--- src/rtl/sram_arbiter.sv ---
// sram_arbiter: sequencer for one 256K x 16 async SRAM shared by two ports.
// Display reads have priority; a pending write is forced after a read streak.
module sram_arbiter #(
  parameter int ACC_CYC       = 2,
  parameter int MAX_RD_STREAK = 8,
  parameter int AW            = 18,
  parameter int DW            = 16
) (
  input  logic          clk,
  input  logic          rst_n,
  input  logic          rd_req,
  input  logic [AW-1:0] rd_addr,
  output logic          rd_ack,
  output logic [DW-1:0] rd_data,
  output logic          rd_valid,
  input  logic          wr_req,
  input  logic [AW-1:0] wr_addr,
  input  logic [DW-1:0] wr_data,
  input  logic [1:0]    wr_be,
  output logic          wr_ack,
  output logic          busy,
  output logic [AW-1:0] sram_addr,
  output logic [DW-1:0] sram_dq_o,
  output logic          sram_dq_oe,
  input  logic [DW-1:0] sram_dq_i,
  output logic          sram_ce_n,
  output logic          sram_oe_n,
  output logic          sram_we_n,
  output logic          sram_ub_n,
  output logic          sram_lb_n
);

  localparam int CW = $clog2(ACC_CYC + 1);
  localparam int SW = $clog2(MAX_RD_STREAK + 1);
  localparam logic [CW-1:0] CNT_LAST = CW'(ACC_CYC - 1);
  localparam logic [SW-1:0] STK_MAX  = SW'(MAX_RD_STREAK);

  typedef enum logic [1:0] {IDLE, RD, WR, TURN} state_e;

  state_e        state_q;
  logic [CW-1:0] cnt_q;
  logic [SW-1:0] streak_q;
  logic [AW-1:0] addr_q;
  logic [DW-1:0] dq_o_q;
  logic [DW-1:0] rd_data_q;
  logic          dq_oe_q;
  logic          ce_n_q;
  logic          oe_n_q;
  logic          we_n_q;
  logic          ub_n_q;
  logic          lb_n_q;
  logic          rd_ack_q;
  logic          wr_ack_q;
  logic          rd_valid_q;
  logic          busy_q;

  logic idle;
  logic wr_gnt;
  logic rd_gnt;
  logic cnt_last;
  logic [SW-1:0] streak_inc;

  assign idle     = (state_q == IDLE);
  assign wr_gnt   = idle && wr_req &&
                    (!rd_req || streak_q == STK_MAX);
  assign rd_gnt   = idle && rd_req && !wr_gnt;
  assign cnt_last = (cnt_q == CNT_LAST);
  assign streak_inc = (streak_q == STK_MAX) ?
                      streak_q : streak_q + SW'(1);

  always_ff @(posedge clk or negedge rst_n) begin
    if (!rst_n) begin
      state_q    <= IDLE;
      cnt_q      <= '0;
      streak_q   <= '0;
      addr_q     <= '0;
      dq_o_q     <= '0;
      rd_data_q  <= '0;
      dq_oe_q    <= 1'b0;
      ce_n_q     <= 1'b1;
      oe_n_q     <= 1'b1;
      we_n_q     <= 1'b1;
      ub_n_q     <= 1'b1;
      lb_n_q     <= 1'b1;
      rd_ack_q   <= 1'b0;
      wr_ack_q   <= 1'b0;
      rd_valid_q <= 1'b0;
      busy_q     <= 1'b0;
    end else begin
      rd_ack_q   <= 1'b0;
      wr_ack_q   <= 1'b0;
      rd_valid_q <= 1'b0;
      unique case (state_q)
        IDLE: begin
          cnt_q <= '0;
          if (wr_gnt) begin
            state_q  <= WR;
            streak_q <= '0;
            addr_q   <= wr_addr;
            dq_o_q   <= wr_data;
            dq_oe_q  <= 1'b1;
            ce_n_q   <= 1'b0;
            oe_n_q   <= 1'b1;
            we_n_q   <= 1'b0;
            ub_n_q   <= ~wr_be[1];
            lb_n_q   <= ~wr_be[0];
            wr_ack_q <= 1'b1;
            busy_q   <= 1'b1;
          end else if (rd_gnt) begin
            state_q  <= RD;
            streak_q <= wr_req ? streak_inc : '0;
            addr_q   <= rd_addr;
            ce_n_q   <= 1'b0;
            oe_n_q   <= 1'b0;
            ub_n_q   <= 1'b0;
            lb_n_q   <= 1'b0;
            rd_ack_q <= 1'b1;
            busy_q   <= 1'b1;
          end else if (!wr_req) begin
            streak_q <= '0;
          end
        end
        RD: begin
          if (cnt_last) begin
            state_q    <= IDLE;
            rd_data_q  <= sram_dq_i;
            rd_valid_q <= 1'b1;
            ce_n_q     <= 1'b1;
            oe_n_q     <= 1'b1;
            ub_n_q     <= 1'b1;
            lb_n_q     <= 1'b1;
            busy_q     <= 1'b0;
          end else begin
            cnt_q <= cnt_q + CW'(1);
          end
        end
        WR: begin
          if (cnt_last) begin
            state_q <= TURN;
            dq_oe_q <= 1'b0;
            ce_n_q  <= 1'b1;
            we_n_q  <= 1'b1;
            ub_n_q  <= 1'b1;
            lb_n_q  <= 1'b1;
          end else begin
            cnt_q <= cnt_q + CW'(1);
            // release we_n one cycle early so data is held past the edge
            if (cnt_q + CW'(1) == CNT_LAST)
              we_n_q <= 1'b1;
          end
        end
        TURN: begin
          state_q <= IDLE;
          busy_q  <= 1'b0;
        end
      endcase
    end
  end

  assign rd_ack     = rd_ack_q;
  assign wr_ack     = wr_ack_q;
  assign rd_valid   = rd_valid_q;
  assign rd_data    = rd_data_q;
  assign busy       = busy_q;
  assign sram_addr  = addr_q;
  assign sram_dq_o  = dq_o_q;
  assign sram_dq_oe = dq_oe_q;
  assign sram_ce_n  = ce_n_q;
  assign sram_oe_n  = oe_n_q;
  assign sram_we_n  = we_n_q;
  assign sram_ub_n  = ub_n_q;
  assign sram_lb_n  = lb_n_q;

endmodule

--- config.mk ---
export PLATFORM = sky130hd
export DESIGN_NAME = sram_arbiter
export DESIGN_NICKNAME = d
export VERILOG_FILES = /design/src/rtl/sram_arbiter.sv
export SDC_FILE = /design/constraint.sdc
export NUM_CORES = 1
export LEC_CHECK = 0
export ABC_AREA = 1
export BUFFER_PORTS_ARGS = -buffer_cell sky130_fd_sc_hd__buf_2
export CAP_MARGIN = 15
export CORE_ASPECT_RATIO = 2
export CORE_MARGIN = 4
export CORE_UTILIZATION = 40
export CTS_BUF_LIST = sky130_fd_sc_hd__clkbuf_2
export DETAILED_ROUTE_END_ITERATION = 10
export GPL_ROUTABILITY_DRIVEN = 0
export PLACE_DENSITY = 0.66
export SETUP_SLACK_MARGIN = 0.5
export SYNTH_ARGS = -nofsm -noshare
export SYNTH_HDL_FRONTEND = slang
export SYNTH_SLANG_ARGS = --single-unit
--- constraint.sdc ---
create_clock -name clk -period 1.69 [get_ports clk]
set_input_delay 0.0845 -clock clk [delete_from_list [all_inputs] [get_ports clk]]
set_output_delay 0.0845 -clock clk [all_outputs]
set_load 0.005 [all_outputs]
Yosys cells after proc, flatten, opt, wreduce, memory -nomap -nowiden. Cells that the tools add are included.

Mux-type cells: 41. Add/subtract/negate cells: 2. Eq/ne operators: 15. Reduce and logical (&&, ||, !) cells: 25. Bitwise gates (word level): 2.

Operator list (count): 18-bit 2-to-1 mux (2); 3-bit AND reduction (7); 1-bit 2-to-1 mux (20); 4-bit 2-to-1 mux (5); 1-bit one-hot mux with 2 select lines (6); 2-bit 2-to-1 mux (5); 2-bit one-hot mux with 4 select lines (1); 2-bit AND reduction (4); 2-bit nonzero test (4); 2-bit by 1-bit == test with 1-bit output, second input constant (3); 2-bit != test, second input constant (3); 3-bit by 1-bit != test with 1-bit output, second input constant (2); 3-bit != test, second input constant (2); 4-bit by 1-bit adder with 4-bit output, second input constant (1); 2-bit == test, second input constant (2); 4-bit == test, second input constant (1); 1-bit logical AND (4); 2-bit by 1-bit != test with 1-bit output, second input constant (2); 2-bit one-hot mux with 2 select lines (1); 1-bit one-hot mux with 3 select lines (1); 3-bit nonzero test (1); 2-bit by 1-bit adder with 2-bit output, second input constant (1); 1-bit zero test (2); 2-bit zero test (1); other kinds (3) (4).

Logic and storage cells: 101. Input bits: 74. Output and inout bits: 60. Bits in registers: 68.

Longest topological paths before layout.
Depth after elaboration: 8. Mapped depth: 11. Mapped depth without buffers: 9.

Worst setup path before layout. OpenSTA, ideal clock, no wires.

Path type: register to register. From: register state_q[0]. To: register addr_q[10], in the netlist sram_addr[10]. Buffers on the path: 3. Period minus slack after synthesis: 1431 ps. Data arrival time: 1313 ps. Slack: 259 ps. Library setup time: 117 ps. Required time: 1573 ps. Cell stages (with the launch flop): 10. Cells stage by stage: dfrtp_1 -> inv_1 -> ha_1 -> buf_4 -> nand2_2 -> buf_4 -> nand2_4 -> buf_6 -> nand3_1 -> nand2_1.

Word-level cells in the longest chain between the ends: 7. Elaborated cells on any way between the ends: 9. Those cells by class: mux (1); reduce/logical (8).

RTL lines: start: declaration (line 40) `state_e state_q;`; start signal: assignment (line 73) `state_q <= IDLE;`; start signal: assignment (line 97) `state_q <= WR;`; start signal: assignment (line 110) `state_q <= RD;`; 2-bit zero test * (line 63, 93); 1-bit logical AND (2 in series) (line 64) `assign wr_gnt = idle && wr_req &&`; 1-bit zero test (line 66) `assign rd_gnt = idle && rd_req && !wr_gnt;`; 1-bit logical AND (line 66); 2-bit nonzero test (no line); 2-bit AND reduction (no line); end signal: assignment (line 99) `addr_q <= wr_addr;`; end signal: assignment (line 112) `addr_q <= rd_addr;`; end: declaration (line 43) `logic [AW-1:0] addr_q;`.

Every way passes the cells marked *; elsewhere a longest branch is shown, timed or not. A chain may end at the register's enable or synchronous reset.

Worst setup path in the final report.
From: register state_q[0]. To: register addr_q[7], in the netlist sram_addr[7].

The elaborated chain is that of the path after synthesis.

==> reports/results.ini <==
[routing]
drtPass1Iterations=5
drc=0
drtIter0Drc=181
routed_wl_um=13600
vias=3887
detail-route-antenna-nets=0
viasPerCell=5.07
wire_per_inst_um=17.8

[sta]
final.setup.tns_ns=0
period_minus_slack_ns=1.49
rsz0062_at_grt=true
skew_ns=0.0293
layout_worst_path_cycle_share_pct=88.0
max_freq_mhz=672
drv_slew=0
worst_pin_slew_ns=0.567
hold_viol_final=0
finalSetupViolations=0
max_slew_margin_pct=62.2

[final_layout]
nNetsFinal=747
drive_gt1_share_pct=45.4
area_growth_pct=88.1
fin_util_pct=76.9
n_antenna_cell=0
fin_area_um2=6060
finalNonFillerCells=766

[grt]
antenna_found_initial=0
grtUsageTotal_pct=25.7
grt_first_pass_wirelength_um=19200
grt_overflow=0
grt_pass1_vias=4089
grt_start_max_net_pins=29

[die]
fp.dieW_um=71.5
die_area_um2=9650
die_h_um=135
initial_core_util_pct=40.9
num_rows=46
ios=134
core_area_um2=7890

[job]
maxCapViolCount=0

[power_and_ir_drop]
leakage_nw=3.23
ir_drop_mv=0.946
pwr_density_cell_nw_per_um2=1590
finalPower_mw=9.65

[worst_setup_path]
required_ns=2.13
cp-start-kind=register
rr_endpoint=sram_addr[7]$_DFFE_PN0P_
r2r_setup_slack_ns=0.20
end_kind=register
arrival_ns=1.93
reg2regPathDepth=8
critPathMaxFanout=10
r2r-start=state_q[0]$_DFFE_PN0P_
crit_type=register to register

[placed_design]
place_area_um2=4020
dpl.hpwl_um=6450
port_buffers=133
dp_cells=609

[synthesis]
syn-cell-area_um2=3220
syn_area_per_cell_um2=8.29
synth_cell_types=25
synth_top_area_share_pct=48.9
synth_largest_area_cell=dfrtp_1
mappedNetlistNets=471
synth.area.top_cells=dfrtp_1, nand2_1, nand3_1, nand3b_1, dfstp_2
synthCells=389
synth_seq_area_share_pct=53.0
ys_ff_latch=68
yosys_warnings=0

[clocking]
h-tree-depth=3
clk_latency_ns=0.52
clkSinkCount=68
cts_root_buf=clkbuf_2
cts_tree=done
numCtsBuffers=9
clk_pin_slew_worst_paths_ns=0.20
clk_path_buf_depth=2

[worst_hold_path]
hold_path.class=primary input to asynchronous set/reset pin

[run_status]
outcome=completed

-- where the power goes --
part	total, mW	switching (mW)	internal (mW)
registers	2.87	0.455	2.41
clock network	1.22	0.589	0.633
logic	5.56	2.81	2.75
-- per-stage QoR --
| stage | setup slack [ns] | hold WS, ns |
|---|---|---|
| floorplan | 0.341 | -0.211 |
| global placement | 0.182 | 0.0886 |
| detailed placement | 0.110 | 0.0944 |
| CTS | 0.304 | 0.0112 |
| global route | 0.135 | 0.00645 |
| finish | 0.202 | 0.0505 |
-- cells in the final DEF (no fill, tap or decap), types with 3 or more instances in the layout --
| cell type | n |
|---|---|
| ha_1 | 3 |
| nand3b_1 | 20 |
| inv_1 | 23 |
| inv_2 | 9 |
| buf_16 | 3 |
| nand2_8 | 9 |
| nor2_1 | 5 |
| dlygate4sd3_1 | 73 |
| dfrtp_1 | 63 |
| dfstp_2 | 5 |
| buf_4 | 50 |
| o21ai_2 | 4 |
| clkbuf_2 | 10 |
| nand2_2 | 24 |
| bufinv_16 | 3 |
| nand2_1 | 125 |
| nand2_4 | 14 |
| o21ai_1 | 5 |
| inv_4 | 3 |
| nand3_1 | 38 |
| ha_4 | 5 |
| buf_12 | 8 |
| buf_2 | 129 |
| buf_6 | 10 |
-- final cells by class --
type | instances | area, um^2
sequential | 68 | 1710
clock inverter | 6 | 103
tap | 96 | 120
timing repair inverter | 1 | 5.00
multi-input combinational | 270 | 1710
clock buffer | 10 | 50.0
timing repair buffer | 277 | 2190
fill | 470 | 1820
inverter | 38 | 175
-- kinds of logic after synthesis --
logic type,share of synthesized area (%)
fa+ha+maj,3.10
compound gates,3.03
xor+xnor,0.272
flops,53.0
buf+inv,7.92
simple gates,32.7
-- routing by layer --
| layer | vias up | GRT usage (%) | wire length, um |
|---|---|---|---|
| met4 | 0 | 17.5 | 983 |
| met3 | 75 | 6.48 | 729 |
| met1 | 1828 | 22.9 | 4330 |
| li1 | 1788 | - | - |
| met5 | - | 0 | 0 |
| met2 | 196 | 48.4 | 7560 |
-- cells in the mapped netlist --
library cell and instances:
nand2_4 1, o31ai_1 1, a21oi_1 2, ha_1 8, dfstp_2 5, buf_4 4
nor2_1 7, o21ai_0 11, dfrtp_1 63, clkbuf_1 1, o21ai_1 1, nand2_2 5
inv_1 34, nand3b_1 20, buf_2 9, clkinv_1 1, o21bai_1 1, nand2_1 162
inv_2 3, o22ai_1 2, xnor2_1 1, nand4_1 2, nand3_2 1, buf_6 3
nand3_1 41
-- worst max-delay path by stage --
stage / startpoint / to
floorplan: state_q[1]$_DFFE_PN0P_ / sram_dq_o[10]$_DFFE_PN0P_
global route: state_q[0]$_DFFE_PN0P_ / sram_addr[7]$_DFFE_PN0P_
CTS: state_q[0]$_DFFE_PN0P_ / sram_addr[3]$_DFFE_PN0P_
finish: state_q[0]$_DFFE_PN0P_ / sram_addr[7]$_DFFE_PN0P_
global placement: streak_q[0]$_DFFE_PN0P_ / sram_dq_o[5]$_DFFE_PN0P_
detailed placement: state_q[1]$_DFFE_PN0P_ / streak_q[0]$_DFFE_PN0P_
-- worst max-delay path: stages, from the launching register on --
cell      delay [ns]
dfrtp_1         0.44
inv_2           0.09
ha_4            0.21
nand2_8         0.09
clkinv_8        0.10
buf_16          0.14
nand3b_1        0.14
nand3_1         0.13
nand2_1         0.06
-- timing repair --
item,in CTS,in global routing
hold endpoints to repair,121,0
cloned,10,1
hold buffers,73,0
pin swaps,8,16
buffers inserted,30,27
endpoints found under the setup margin,103,126
resized for setup,101,39
-- registers in the layout, indices dropped and copies added, names as in the netlist, 2 cells and up --
| name | cells |
|---|---|
| streak_q | 4 |
| sram_addr | 18 |
| sram_dq_o | 16 |
| state_q | 2 |
| cnt_q | 2 |
| rd_data | 16 |
Power figures use the tool's default switching activity.
